`src/rtl/vga_timing_gen.sv`:
```
// 640x480@60 VGA raster generator: 25 MHz pixel enable derived from CLOCK_50,
// coordinate counters for the pixel source, and registered sync/blank/colour pins.
`timescale 1ns/1ps
module vga_timing_gen #(
  parameter int unsigned H_ACTIVE = 640,
  parameter int unsigned H_FP     = 16,
  parameter int unsigned H_SYNC   = 96,
  parameter int unsigned H_BP     = 48,
  parameter int unsigned V_ACTIVE = 480,
  parameter int unsigned V_FP     = 10,
  parameter int unsigned V_SYNC   = 2,
  parameter int unsigned V_BP     = 33,
  parameter int unsigned COLOR_W  = 8
) (
  input  logic               CLOCK_50,
  input  logic               reset_n,
  input  logic [COLOR_W-1:0] pix_r,
  input  logic [COLOR_W-1:0] pix_g,
  input  logic [COLOR_W-1:0] pix_b,
  output logic [9:0]         pixel_x,
  output logic [9:0]         pixel_y,
  output logic               pixel_active,
  output logic               line_start,
  output logic               frame_start,
  output logic               VGA_CLK,
  output logic               VGA_HS,
  output logic               VGA_VS,
  output logic               VGA_BLANK_N,
  output logic               VGA_SYNC_N,
  output logic [COLOR_W-1:0] VGA_R,
  output logic [COLOR_W-1:0] VGA_G,
  output logic [COLOR_W-1:0] VGA_B
);

  localparam int unsigned H_TOTAL = H_ACTIVE + H_FP + H_SYNC + H_BP;
  localparam int unsigned V_TOTAL = V_ACTIVE + V_FP + V_SYNC + V_BP;

  localparam logic [9:0] H_ACT_END = 10'(H_ACTIVE);
  localparam logic [9:0] H_SYNC_LO = 10'(H_ACTIVE + H_FP);
  localparam logic [9:0] H_SYNC_HI = 10'(H_ACTIVE + H_FP + H_SYNC);
  localparam logic [9:0] H_LAST    = 10'(H_TOTAL - 1);
  localparam logic [9:0] V_ACT_END = 10'(V_ACTIVE);
  localparam logic [9:0] V_SYNC_LO = 10'(V_ACTIVE + V_FP);
  localparam logic [9:0] V_SYNC_HI = 10'(V_ACTIVE + V_FP + V_SYNC);
  localparam logic [9:0] V_LAST    = 10'(V_TOTAL - 1);

  logic               pix_en_q, pix_en_d;
  logic [9:0]         h_count_q, h_count_d;
  logic [9:0]         v_count_q, v_count_d;
  logic               hs_q, hs_d;
  logic               vs_q, vs_d;
  logic               blank_n_q, blank_n_d;
  logic [COLOR_W-1:0] r_q, r_d;
  logic [COLOR_W-1:0] g_q, g_d;
  logic [COLOR_W-1:0] b_q, b_d;
  logic               active;

  always_comb begin
    active = (h_count_q < H_ACT_END) && (v_count_q < V_ACT_END);
  end

  // Counters and the output stage share the same pix_en edge, so every pin
  // reflects the coordinate that was on pixel_x/pixel_y one pixel earlier.
  always_comb begin
    pix_en_d  = ~pix_en_q;
    h_count_d = h_count_q;
    v_count_d = v_count_q;
    hs_d      = hs_q;
    vs_d      = vs_q;
    blank_n_d = blank_n_q;
    r_d       = r_q;
    g_d       = g_q;
    b_d       = b_q;
    if (pix_en_q) begin
      if (h_count_q == H_LAST) begin
        h_count_d = '0;
        v_count_d = (v_count_q == V_LAST) ? '0 : v_count_q + 10'd1;
      end else begin
        h_count_d = h_count_q + 10'd1;
      end
      hs_d      = !((h_count_q >= H_SYNC_LO) && (h_count_q < H_SYNC_HI));
      vs_d      = !((v_count_q >= V_SYNC_LO) && (v_count_q < V_SYNC_HI));
      blank_n_d = active;
      r_d       = active ? pix_r : '0;
      g_d       = active ? pix_g : '0;
      b_d       = active ? pix_b : '0;
    end
  end

  always_ff @(posedge CLOCK_50 or negedge reset_n) begin
    if (!reset_n) begin
      pix_en_q  <= 1'b0;
      h_count_q <= '0;
      v_count_q <= '0;
      hs_q      <= 1'b1;
      vs_q      <= 1'b1;
      blank_n_q <= 1'b0;
      r_q       <= '0;
      g_q       <= '0;
      b_q       <= '0;
    end else begin
      pix_en_q  <= pix_en_d;
      h_count_q <= h_count_d;
      v_count_q <= v_count_d;
      hs_q      <= hs_d;
      vs_q      <= vs_d;
      blank_n_q <= blank_n_d;
      r_q       <= r_d;
      g_q       <= g_d;
      b_q       <= b_d;
    end
  end

  assign pixel_x      = h_count_q;
  assign pixel_y      = v_count_q;
  assign pixel_active = active;
  assign line_start   = pix_en_q && (h_count_q == '0);
  assign frame_start  = line_start && (v_count_q == '0);
  // DAC clock rises on the idle cycle, mid-way through each stable pixel.
  assign VGA_CLK      = pix_en_q;
  assign VGA_HS       = hs_q;
  assign VGA_VS       = vs_q;
  assign VGA_BLANK_N  = blank_n_q;
  assign VGA_SYNC_N   = 1'b0;
  assign VGA_R        = r_q;
  assign VGA_G        = g_q;
  assign VGA_B        = b_q;

endmodule

```
`config.mk`:
```
export PLATFORM = sky130hd
export DESIGN_NAME = vga_timing_gen
export DESIGN_NICKNAME = d
export VERILOG_FILES = /design/src/rtl/vga_timing_gen.sv
export SDC_FILE = /design/constraint.sdc
export NUM_CORES = 1
export LEC_CHECK = 0
export ABC_AREA = 1
export CAP_MARGIN = 30
export CORE_ASPECT_RATIO = 0.7
export CORE_MARGIN = 4
export CORE_UTILIZATION = 49
export DETAILED_ROUTE_END_ITERATION = 7
export GPL_TIMING_DRIVEN = 0
export HOLD_SLACK_MARGIN = 0.15
export PLACE_DENSITY = 0.85
export SETUP_SLACK_MARGIN = 0.1
export SLEW_MARGIN = 20
export SYNTH_ARGS = -nofsm -noshare
export SYNTH_HDL_FRONTEND = slang
export SYNTH_SLANG_ARGS = --single-unit
```
`constraint.sdc`:
```
create_clock -name CLOCK_50 -period 2.8 [get_ports CLOCK_50]
set_input_delay 0.56 -clock CLOCK_50 [delete_from_list [all_inputs] [get_ports CLOCK_50]]
set_output_delay 0.56 -clock CLOCK_50 [all_outputs]
set_load 0.01 [all_outputs]
```
Yosys cells after proc, flatten, opt, wreduce, memory -nomap -nowiden. Index checks and enable logic that the tools add are counted.

Muxes and demuxes: 5. Equality and inequality tests: 2. Reduce and logical (&&, ||, !) cells: 10. $lt $le $gt $ge: 6. Add/subtract/negate cells: 2. Bitwise operators: 1.

Operator list (number): 2-to-1 mux 8 bit (3); adder 10 x 1 -> 10 bit, second input constant (2); == test 10 bit, second input constant (2); zero test 10 bit (2); < comparator 10 bit, second input constant (2); < comparator 10 x 9 -> 1 bit, second input constant (2); 2-to-1 mux 10 bit (2); greater-or-equal comparator 10 bit, second input constant (1); greater-or-equal comparator 10 x 9 -> 1 bit, second input constant (1); logical AND 1 bit (5); zero test 1 bit (2); AND reduction 2 bit (1); NOT 1 bit (1).

Flip-flop bits (word level): 48. Output and inout port bits: 52. Input port bits: 26.

Longest topological paths before layout.
Depth after elaboration: 3. Gate-level depth with buffers: 9. Mapped depth without buffers: 8.

Worst setup path before layout. OpenSTA, ideal clock, no wires.

Path kind: register to output. Start point: register pix_en_q (netlist: VGA_CLK). End point: output frame_start. Data required time: 2.240 ns. Cell stages (with the launch flop): 6. Data arrival time: 1.227 ns. Path slack: 1.013 ns. Path through: dfrtp_1 -> clkbuf_8 -> inv_1 -> nor2_1 -> nand3_1 -> nor4_1.

Longest elaborated chain between the ends: 2.

RTL lines: start: declaration (line 47) `logic pix_en_q, pix_en_d;`; start signal: assignment (line 102) `pix_en_q <= pix_en_d;`; logical AND 1 bit (line 117) `assign line_start = pix_en_q && (h_count_q == '0);`; logical AND 1 bit (line 118) `assign frame_start = line_start && (v_count_q == '0);`; end: declaration (line 24) `output logic frame_start,`.

No other way between the ends.

Worst setup path after layout.
Start point: register h_count_q[8] (netlist: pixel_x[8]). End point: output pixel_active.

Longest elaborated chain between the ends: 2.

RTL lines: start: declaration (line 48) `logic [9:0] h_count_q, h_count_d;`; start signal: assignment (line 103) `h_count_q <= h_count_d;`; < comparator 10 bit (line 59) `active = (h_count_q < H_ACT_END) && (v_count_q < V_ACT_END);`; logical AND 1 bit (line 59); end: declaration (line 22) `output logic pixel_active,`.

No other way between the ends.

==> results.txt <==
The multi-input combinational cells in the finished layout cover a total of 980 µm². Power spread over the standard cell area amounts to 412 nW/µm². The static leakage is 0.00159 µW, and the total I/O pin count is 78.

The cell taking the most area after synthesis is sky130_fd_sc_hd__dfrtp_1. Summed over all layers, the global routing overflow is 0. The average instance area after synthesis is 8.34 µm². Wire length of the first global-routing pass: 9.96 mm.

The first detailed-routing pass took 4 iterations. The core region is 4480 µm². On the final layout, the worst clock skew is 0.00845 ns. The share of synthesized area in the top cell type comes to 49.3%. Once the clock tree was built, the resizer swapped 0 gates to a different size. STA classifies the critical path endpoint as a primary output. The count of routing violations after the opening detailed-route iteration is 101, and the minimum period implied by the final worst setup slack is 2.53 ns.

For the worst-skew pair, the clock arrives at the later sink with an insertion delay of 0.31 ns. The number of instances in the synthesized netlist is 280, and the post-route antenna net violation count is 0. The clock passes through at most 2 buffers. In this run the cell area measured after placement is 3190 µm².

The kind of launch point of the worst setup path is a flip-flop. Entering global routing, the biggest net connects 26 pins. After clock tree synthesis, the setup repair step added 0 buffers. The logs give 51.5% for the fraction of the yosys area taken by sequential cells and 60.0% for the worst-case headroom to the max-slew limit. The tools report the number of H-tree levels as 2.

The cell sitting at the root of the clock tree is a sky130_fd_sc_hd__clkbuf_8. Wires add up to 6.03 mm. The count of flip-flops with a built-in enable after synthesis is 0.

The flow ran to the end, and the final reports show no timing, DRC or antenna violations. Met2 wire length: 2.72 mm. Combined flip-flop and latch cell area: 1200 µm². The startpoint-to-endpoint class of the critical path is flip-flop to primary output. In the final routed layout, each cell accounts on average for 14.3 µm. sky130_fd_sc_hd__nand2_1 is the most common cell in the netlist. The number of maximum-capacitance constraint violations came out at 0. The commonest cells after synthesis are sky130_fd_sc_hd__nand2_1, sky130_fd_sc_hd__dfrtp_1, sky130_fd_sc_hd__nand3_1. The post-route netlist has 8.77% of its cells at a drive strength greater than 1. Global placer's final weighted congestion: 0.836. During placement, the flow inserted port buffers numbering 76. The run gives 0 as the count of hold-fix buffers inserted at cts. The fill cell total of the finished layout was 318. Initial core utilization: 52.2%.

The run gives 4.43 mm as the half-perimeter wire length after detailed placement. The floorplan step defined a die boundary enclosing 5950 µm². Global routing consumed, over all layers together, 21.2% of the routing resources.

For the number of design rule violations left after detail routing, the log shows 0. Share of synthesized flip-flops with an asynchronous set or reset: 100%. The initial antenna violation count is 0. The wire length on met3 was 677 µm. The logs give 0.000290 V for the peak supply drop and 48 for the CTS sink count. Detailed routing inserted a total of 2204 vias.

The summed area of non-filler cells in the final layout is 3320 µm², and the count of final max-slew check failures is 0. The detailed router put a total of 2.51 mm of wire on met1. Transition at the pin with the smallest max-transition slack: 0.600 ns. The run gives 0 ns as the sum of negative setup slack. The primary flip-flop cell chosen by synthesis mapping is sky130_fd_sc_hd__dfrtp_1. Setup violations remaining at the end of the flow were counted as 0. After the last flow step, the layout net total stands at 394. For the number of failing hold endpoints at the final stage, the log shows 0. TritonCTS built the clock tree.

By area the synthesized netlist is led by sky130_fd_sc_hd__dfrtp_1, sky130_fd_sc_hd__nand2_1, sky130_fd_sc_hd__nand3_1, sky130_fd_sc_hd__nor2_1, sky130_fd_sc_hd__inv_1. Synthesized flop and latch total: 48. The Yosys step of the flow raised 0 warnings. The layout-stage area growth over the synthesis result works out to 42.3%. Setup repair after global routing left no endpoint under its margin.

The run gives 2214 as the via count of the first global-routing pass. Of the available clock period, the critical path in the final layout requires 90.2%. The critical path data required time is 2.24 ns. The synthesized netlist occupies a cell area of 2340 µm². The number of nets produced by synthesis was 310. Clock-pin slew of the registers on the worst-case setup and hold paths: 0.09 ns.

For the worst setup path, the data arrival time is 1.97 ns. The synthesized netlist contains 29 unique library cells. The die outline height was 65.8 µm; the post-detailed-route via-to-cell ratio was 5.25. 0 antenna diodes ended up in the layout. Of all nets on the critical path, the largest fanout is 10.

The die width was 90.5 µm. The logs give 5 for the number of clock buffers inserted by TritonCTS and 20 for the number of placement rows. Power comes to 1370 µW. The detailed router used layers up to and including met4.

The worst hold path belongs to the class primary input to asynchronous set/reset pin. Timing would allow up to 396 MHz.
report_power, final:
part / switching, µW / internal (µW) / leakage [µW] / total (µW)
logic: 44.7 / 71.3 / 0.000935 / 116
clock network: 241 / 292 / 0.0000614 / 533
registers: 10.3 / 710 / 0.000588 / 721
total: 296 / 1070 / 0.00159 / 1370
per-stage QoR:
step | instances | util (%) | hold slack [ns] | setup WS (ns)
after floorplan | 280 | - | 0.264 | 1.01
after global placement | 411 | 70.7 | 0.461 | -0.166
after detailed placement | 412 | 71.2 | 0.465 | 0.513
after CTS | 420 | 73.9 | 0.268 | 0.116
after global routing | 420 | 74.2 | 0.291 | 0.143
final | 420 | 74.2 | 0.252 | 0.274
final cells by class:
cell class                      count  share of cell area, %
Tap cell                           55                   2.07
Timing Repair Buffer               77                   23.6
Buffer                             12                   2.33
Clock inverter                      2                   1.17
Inverter                           23                   2.60
Multi-Input combinational cell    197                   29.5
Sequential cell                    48                   36.2
Clock buffer                        6                   2.48
kinds of logic after synthesis:
family | share of synthesized area, %
XOR/XNOR | 3.27
AND/OR/NAND/NOR | 32.3
other | 0.161
flip-flops | 51.5
AO/OA/AOI/OAI | 3.59
adder cells (fa/ha/maj) | 2.14
buffers and inverters | 7.02
cell usage in the layout, fill, tap and decap left out, types with 2 or more instances in the layout:
master                            netlist  routed
sky130_fd_sc_hd__nand3_2                2       2
sky130_fd_sc_hd__buf_1                  2       2
sky130_fd_sc_hd__ha_1                   4       4
sky130_fd_sc_hd__dfrtp_1               46      46
sky130_fd_sc_hd__xor2_2                 2       2
sky130_fd_sc_hd__nand3_1               42      42
sky130_fd_sc_hd__clkbuf_8               1       7
sky130_fd_sc_hd__a21oi_1                3       3
sky130_fd_sc_hd__clkbuf_1               2       2
sky130_fd_sc_hd__nor2_2                 4       3
sky130_fd_sc_hd__nor2_4                 2       3
sky130_fd_sc_hd__nand3b_1               2       2
sky130_fd_sc_hd__inv_1                 23      23
sky130_fd_sc_hd__buf_2                  3       4
sky130_fd_sc_hd__clkdlybuf4s50_1        0      74
sky130_fd_sc_hd__buf_4                  3       3
sky130_fd_sc_hd__dfstp_2                2       2
sky130_fd_sc_hd__nor3_1                 4       4
sky130_fd_sc_hd__xor2_1                 4       4
sky130_fd_sc_hd__nor2_1                24      24
sky130_fd_sc_hd__nand2_1               82      82
sky130_fd_sc_hd__o21ai_0               11      11
sky130_fd_sc_hd__nand4_1                4       4
sequential cells by signal (all words and copies together), names as in the netlist:
signal and count:
pixel_x 10, VGA_G 8, VGA_CLK 1, VGA_B 8, pixel_y 10, VGA_BLANK_N 1
VGA_HS 1, VGA_R 8, VGA_VS 1
critical path, stage by stage, from the launching register on:
cell                              delay [ns]
sky130_fd_sc_hd__dfrtp_1                0.46
sky130_fd_sc_hd__nand2_1                0.13
sky130_fd_sc_hd__nand3_1                0.11
sky130_fd_sc_hd__nor2_4                 0.20
sky130_fd_sc_hd__buf_4                  0.21
sky130_fd_sc_hd__clkdlybuf4s50_1        0.55
final timing paths:
path	start	end	slack (ns)	cells past startpoint
min reg2reg	VGA_G[4]	VGA_G[4]	0.48	2
max reg2reg	pixel_x[0]	pixel_y[9]	1.32	8
max	pixel_x[8]	pixel_active	0.27	5
min in group CLOCK_50	VGA_G[4]	VGA_G[4]	0.48	2
min	reset_n	pixel_x[4]	0.25	1
max in group asynchronous	reset_n	VGA_VS	1.95	2
per-layer routing:
metal	track usage (%)	vias to the layer above
li1	-	1056
met1	24.4	1044
met2	34.7	92
met3	9.27	12
met4	8.97	0
met5	0	-
(Power assumes the default switching activity.)
